### src/rtl/adc_sample_sequencer_if.sv
// adc_sample_sequencer_if: control, ADC bus and register-file outputs of the sample sequencer
interface adc_sample_sequencer_if;
  logic        enable;
  logic [7:0]  JA;
  logic        ack;
  logic [31:0] adc_data;
  logic [31:0] adc_status;
  logic        sample_tick;
  modport master (output enable, JA, ack, input adc_data, adc_status, sample_tick);
  modport slave  (input enable, JA, ack, output adc_data, adc_status, sample_tick);
endinterface

### src/rtl/adc_sample_sequencer.sv
// adc_sample_sequencer: periodic ADC capture, 2^AVG_LOG2 averaging, sticky ready/overrun handshake
module adc_sample_sequencer #(
  parameter int SAMPLE_PERIOD = 500,
  parameter int SETTLE        = 2,
  parameter int AVG_LOG2      = 3
) (
  input logic clock,
  input logic ctrl_reset,
  adc_sample_sequencer_if.slave bus
);
  localparam int PW = $clog2(SAMPLE_PERIOD);
  localparam int NW = AVG_LOG2 > 0 ? AVG_LOG2 : 1;
  localparam int AW = 8 + AVG_LOG2;
  typedef enum logic [1:0] {S_IDLE, S_SETTLE, S_CAPTURE, S_PUBLISH} state_t;
  state_t state, state_n;
  logic [7:0] ja_s1, ja_s2, adc_avg;
  logic [PW-1:0] pcnt;
  logic [3:0] scnt;
  logic [NW-1:0] n;
  logic [AW-1:0] acc;
  logic adc_ready, overrun, tick, last, publish;
  assign tick = bus.enable && pcnt == PW'(SAMPLE_PERIOD - 1);
  assign last = n == NW'((1 << AVG_LOG2) - 1);
  assign publish = state == S_PUBLISH;
  assign bus.sample_tick = tick;
  assign bus.adc_data = {24'b0, adc_avg};
  assign bus.adc_status = {30'b0, overrun, adc_ready};
  always_ff @(posedge clock) state <= ctrl_reset ? S_IDLE : state_n;
  always_comb begin
    state_n = state;
    case (state)
      S_IDLE:    if (tick) state_n = S_SETTLE;
      S_SETTLE:  if (scnt == 4'(SETTLE - 1)) state_n = S_CAPTURE;
      S_CAPTURE: state_n = last ? S_PUBLISH : S_IDLE;
      default:   state_n = S_IDLE;
    endcase
  end
  // ack coincident with a publish consumes the old result, so it cannot raise overrun
  always_ff @(posedge clock) begin
    if (ctrl_reset) begin
      ja_s1     <= '0;
      ja_s2     <= '0;
      pcnt      <= '0;
      scnt      <= '0;
      n         <= '0;
      acc       <= '0;
      adc_avg   <= '0;
      adc_ready <= 1'b0;
      overrun   <= 1'b0;
    end else begin
      ja_s1 <= bus.JA;
      ja_s2 <= ja_s1;
      if (bus.enable) pcnt <= tick ? '0 : pcnt + 1'b1;
      scnt <= state == S_SETTLE ? scnt + 1'b1 : '0;
      if (state == S_CAPTURE) begin
        acc <= acc + AW'(ja_s2);
        n   <= n + 1'b1;
      end
      if (publish) begin
        adc_avg <= acc[AVG_LOG2+7:AVG_LOG2];
        acc     <= '0;
        n       <= '0;
      end
      adc_ready <= publish | (adc_ready & ~bus.ack);
      overrun   <= publish ? overrun | (adc_ready & ~bus.ack) : overrun & ~bus.ack;
    end
  end
endmodule

### src/flat_wrapper.sv
// flat-port wrapper written by rule: the top's interface ports become plain ports
module adc_sample_sequencer_flat 
#(
  parameter int SAMPLE_PERIOD = 500,
  parameter int SETTLE        = 2,
  parameter int AVG_LOG2      = 3
)
  (clock, ctrl_reset, bus_enable, bus_JA, bus_ack, bus_adc_data, bus_adc_status, bus_sample_tick);
  adc_sample_sequencer_if bus_i ();
  input logic clock;
  input logic ctrl_reset;
  input wire logic [$bits(bus_i.enable)-1:0] bus_enable;
  input wire logic [$bits(bus_i.JA)-1:0] bus_JA;
  input wire logic [$bits(bus_i.ack)-1:0] bus_ack;
  output wire logic [$bits(bus_i.adc_data)-1:0] bus_adc_data;
  output wire logic [$bits(bus_i.adc_status)-1:0] bus_adc_status;
  output wire logic [$bits(bus_i.sample_tick)-1:0] bus_sample_tick;
  assign bus_i.enable = bus_enable;
  assign bus_i.JA = bus_JA;
  assign bus_i.ack = bus_ack;
  assign bus_adc_data = bus_i.adc_data;
  assign bus_adc_status = bus_i.adc_status;
  assign bus_sample_tick = bus_i.sample_tick;
  adc_sample_sequencer #(.SAMPLE_PERIOD(SAMPLE_PERIOD), .SETTLE(SETTLE), .AVG_LOG2(AVG_LOG2)) u_core (.clock(clock), .ctrl_reset(ctrl_reset), .bus(bus_i));
endmodule
### config.mk
export PLATFORM = sky130hd
export DESIGN_NAME = adc_sample_sequencer_flat
export DESIGN_NICKNAME = d
export VERILOG_FILES = /design/src/rtl/adc_sample_sequencer_if.sv /design/src/rtl/adc_sample_sequencer.sv /design/src/flat_wrapper.sv
export SDC_FILE = /design/constraint.sdc
export NUM_CORES = 1
export LEC_CHECK = 0
export ABC_CLOCK_PERIOD_IN_PS = 1800
export CAP_MARGIN = 30
export CORE_ASPECT_RATIO = 1.25
export CORE_MARGIN = 1
export CORE_UTILIZATION = 43
export DETAILED_ROUTE_END_ITERATION = 8
export PLACE_DENSITY = 0.74
export SYNTH_ARGS = -nofsm -noshare
export SYNTH_HDL_FRONTEND = slang
export SYNTH_SLANG_ARGS = --single-unit
### constraint.sdc
create_clock -name clock -period 1.8 [get_ports clock]
set_input_delay 0.36 -clock clock [delete_from_list [all_inputs] [get_ports clock]]
set_output_delay 0.36 -clock clock [all_outputs]
set_load 0.01 [all_outputs]
Yosys cells after proc, flatten, opt, wreduce, memory -nomap -nowiden
Index checks and enable logic that the tools add are counted.
{ "totals": {"latch_bits": 0, "romBits": 0, "mem_count": 0, "elab_cells": 39, "output_inout_bits": 65, "register_bits": 55, "ram_bits": 0, "inputBits": 12} }
{ "classes": {"bitwise": 6, "addsub": 4, "order_cmp": 0, "reduce_logical": 5, "n_mul": 0, "shifts": 0, "n_div": 0, "n_eq_ne": 8, "n_mux": 6} }
{ "op_table": {"columns": ["op", "count"], "rows": [
  ["adder 11 x 8 -> 11 bit", 1],
  ["adder 9 x 1 -> 9 bit (second input constant)", 1],
  ["== test 9 bit (second input constant)", 1],
  ["2-to-1 mux 9 bit", 1],
  ["2-to-1 mux 2 bit", 3],
  ["one-hot mux 2 bit (3 select lines)", 1],
  ["adder 4 x 1 -> 4 bit (second input constant)", 1],
  ["== test 2 bit (second input constant)", 2],
  ["== test 4 x 1 -> 1 bit (second input constant)", 1],
  ["inequality test 2 x 1 -> 1 bit (second input constant)", 2],
  ["OR reduction 2 bit", 2],
  ["adder 3 x 1 -> 3 bit (second input constant)", 1],
  ["== test 3 bit (second input constant)", 1],
  ["AND 1 bit", 2],
  ["== test 2 x 1 -> 1 bit (second input constant)", 1],
  ["zero test 2 bit", 1],
  ["NOT 1 bit", 2],
  ["OR 1 bit", 2],
  ["AND reduction 2 bit", 1],
  ["logical AND 1 bit", 1],
  ["2-to-1 mux 1 bit", 1]
]} }

Longest topological paths before layout
{ "logic_depth": {"word_depth": 4, "depth_mapped": 8, "mapped_depth_nobuf": 8} }

Worst setup path after synthesis
OpenSTA, ideal clock, no wires.
{ "synth_timing": {"kind": "register to register", "start": "register u_core.acc[4]", "end": "register u_core.acc[7]", "n_path_buf": 0, "path_stages_with_launch": 7, "t_arrival_ns": 1.634, "setup_slack_ns": 0.038, "setup_ns": 0.128, "cell_sequence": "dfxtp_1 -> ha_1 -> a21o_1 -> a31o_2 -> or3_1 -> a41oi_1 -> nor2_1"} }
{ "synth_via": {"elab_chain_len": 1} }
{ "synth_rtl": {"columns": ["element", "line", "text"], "rows": [
  ["from (decl)", "adc_sample_sequencer.sv:20", "logic [AW-1:0] acc;"],
  ["from (signal assigned)", "adc_sample_sequencer.sv:56", "acc <= acc + AW'(ja_s2);"],
  ["adder 11 x 8 -> 11 bit", "adc_sample_sequencer.sv:56", null]
]} }
Every way passes these cells.
A chain may end at the register's enable or synchronous reset.

Worst setup path in the final report
{ "layout_timing": {"start": "register u_core.acc[6]", "end": "register u_core.acc[7]"} }
Same word-level chain as after synthesis.

==> results_dict.tcl <==
set metrics [dict create \
    final-setup-viol-count 0 \
    fin_crit_ps 1770 \
    worst_setup_path_end_kind "flip-flop" \
    ff2ff_path_depth 6 \
    cts.sinks 55 \
    hold_path_end "u_core.ja_s2[1]" \
    die_x_um 73.9 \
    r2r_setup_slack_ps 30 \
    final_nets 380 \
    yosys_warnings 0 \
    min-delay-start "u_core.ja_s1[1]" \
    yosysTopAreaCellShare_pct 39.7 \
    arrival_ps 1980 \
    timing.final.crit_share_pct 98.4 \
    setup_tns_ps 0 \
    grt_pass1_vias 1850 \
    synth-seq-cells 55 \
    clock_latency_ps 310 \
    worst-path-max-fanout 3 \
    path_buf_inv 0 \
    drive_gt1_share_pct 14.4 \
    vias 2022 \
    avgViaCountPerCell 4.61 \
    max_freq_mhz 565 \
    drv_cap 0 \
    cp.depth 6 \
    drc 0 \
    drt_iter0_drc 83 \
    slew_violations 0 \
    fp.dieArea_mm2 0.00678 \
    track_usage_pct 14.5 \
    cp_slowest_cell "dfxtp_2" \
    grt_pass1_wl_um 7730 \
    worst_r2r_startpoint "u_core.acc[6]" \
    yosysTopAreaCell "dfxtp_1" \
    cp-startpoint "u_core.acc[6]" \
    start_kind "flip-flop" \
    preCtsSetupSlack_ps -324 \
    grt_antenna_before_repair 0 \
    wl_per_cell_um 10.6 \
    io_buffers 22 \
    vdd_drop_max_mv 0.508 \
    hold_violations 0 \
    cts_max_level 2 \
    synth.distinct_cells 42 \
    synth_edf_count 0 \
    fin_skew_ps 10.5 \
    path_class "flip-flop to flip-flop" \
    initial_core_util_pct 44.7 \
    synth_top_flop_cell "dfxtp_1" \
    slowest_delay_ps 350 \
    overflow 0 \
    p_per_area_mw_per_mm2 697 \
    dp_hpwl_um 3250 \
    io_pins 77 \
    syn_area_per_cell_um2 8.68 \
    gp_congestion 0.764 \
    synth_area_mm2 0.00278 \
    p_leak_uw 0.00131 \
    grt_max_degree 32 \
    numCtsBuffers 5 \
    path_clk_slew_ps 100 \
    clock_path_buffers 2 \
    worst_path_dominant_cell_family "compound AO/OA/AOI/OAI gates" \
    syn_to_final_growth_pct 14.6 \
    worst_hold_path_type "flip-flop to flip-flop" \
    drtAntennaViolNets 0 \
    synthTopCellsByArea "dfxtp_1 (40%), buf_4 (15%), ha_1 (5.9%)" \
    setup_slack_ps 28.7 \
    antenna_cells 0 \
    netlist_instances 320 \
    required_ps 2010 \
    rows 32 \
    cp_cell_sequence "ha_1 -> a21o_1 -> a31o_2 -> or3_1 -> a41oi_2 -> nor2_1" \
    die_y_um 91.8 \
    async_flop_share_pct 0 \
    hold_depth 1 \
    hold_buffers 0 \
    core_region_area_mm2 0.00621 \
    drt_wl_total_um 4660 \
    cts_tree "yes" \
    seq_area_frac_synth_pct 39.7 \
    firstDrtPassIters 4 \
    status "complete, no violations" \
    cts-root-buf "clkbuf_8" \
    r2r_end "u_core.acc[7]" \
]
-- cell usage after synthesis (3+ instances only) --
| master | n |
|---|---|
| buf_4 | 56 |
| nor2_1 | 27 |
| xor2_1 | 8 |
| nor2b_1 | 19 |
| or3_1 | 4 |
| ha_1 | 13 |
| mux2i_1 | 3 |
| dfxtp_1 | 55 |
| nand2b_1 | 6 |
| nor3_1 | 8 |
| o21ai_0 | 6 |
| inv_1 | 11 |
| nand3_1 | 8 |
| a21oi_1 | 21 |
| nand4_1 | 3 |
| nand2_1 | 27 |
| a22oi_1 | 3 |
| xnor2_1 | 4 |
| clkbuf_1 | 9 |
-- logic make-up after synthesis --
logic type / synth area share (%)
AO/OA/AOI/OAI: 10.7
XOR/XNOR: 3.79
adder cells (fa/ha/maj): 6.58
buffers and inverters: 18.2
flip-flops: 39.7
multiplexers: 1.08
other: 0.135
AND/OR/NAND/NOR: 19.8
-- worst max path at each step --
stage                           end  slack (ps)
floorplan             u_core.acc[7]          40
global placement    bus_sample_tick        -280
detailed placement  bus_sample_tick        -320
CTS                 bus_sample_tick         -10
global route          u_core.acc[7]         -40
finish                u_core.acc[7]          30
-- per-layer routing --
layer	global-route usage (%)	part of all wire [%]
met2	25.1	51
met3	3.85	4.0
met4	5.61	1.7
met5	0	0
met1	16.6	44
-- state kept, by name, indices dropped and copies added (netlist names) --
name,flops
u_core.adc_ready,1
u_core.acc,11
u_core.ja_s1,8
u_core.ja_s2,8
u_core.state,2
u_core.pcnt,9
u_core.overrun,1
u_core.adc_avg,8
u_core.scnt,4
u_core.n,3
-- timing repair --
item	4_1_cts	5_1_grt
endpoints found under the setup margin	3	6
setup buffers	1	2
resized for setup	6	17
pin swaps	2	4
-- layout by cell type (no fill, tap or decap), types with 2 or more instances in the layout --
| cell | Yosys | final |
|---|---|---|
| dfxtp_2 | 0 | 6 |
| xor2_1 | 8 | 8 |
| ha_2 | 0 | 3 |
| nand4_1 | 3 | 3 |
| a21oi_2 | 0 | 2 |
| or3_1 | 4 | 4 |
| a22oi_1 | 3 | 3 |
| nand2_1 | 27 | 27 |
| ha_4 | 0 | 3 |
| buf_4 | 56 | 18 |
| o32ai_1 | 2 | 2 |
| a31oi_1 | 2 | 2 |
| nor2_1 | 27 | 27 |
| nor3b_1 | 2 | 2 |
| ha_1 | 13 | 7 |
| o21ai_0 | 6 | 6 |
| a21oi_1 | 21 | 19 |
| dfxtp_1 | 55 | 49 |
| clkdlybuf4s50_1 | 0 | 21 |
| nand2b_1 | 6 | 5 |
| nand3_1 | 8 | 7 |
| conb_1 | 1 | 54 |
| a211oi_1 | 2 | 2 |
| nor3_1 | 8 | 8 |
| xnor2_1 | 4 | 4 |
| clkbuf_8 | 0 | 5 |
| mux2i_1 | 3 | 3 |
| nor2b_1 | 19 | 19 |
| a21o_1 | 2 | 2 |
| inv_1 | 11 | 11 |
-- through the flow --
step                instance area, um2  hold slack (ps)  util, %  power (uW)  std cells
global placement                  2970              417     47.9        1430        429
floorplan                         2980              414        -        1470        373
finish                            3180              443     51.3        2220        439
detailed placement                2970              424     47.9        1430        429
global route                      3180              460     51.3        2320        439
CTS                               3090              446     49.8        2230        437
-- area by class of cell --
| cell class | count | area [um2] |
|---|---|---|
| fill | 584 | 3020 |
| clock inverter | 2 | 37.5 |
| tap | 85 | 106 |
| timing repair buffer | 41 | 377 |
| multi-input combinational | 240 | 1440 |
| inverter | 11 | 41.3 |
| sequential | 55 | 1110 |
| clock buffer | 5 | 68.8 |
-- power by group --
part           internal [uW]  switching (uW)  total (uW)
sequential              1240            9.97        1250
combinational           63.4             101         164
clock                    407             397         804
total                   1710             508        2220
Note: power is estimated with default switching activity, not from simulation.
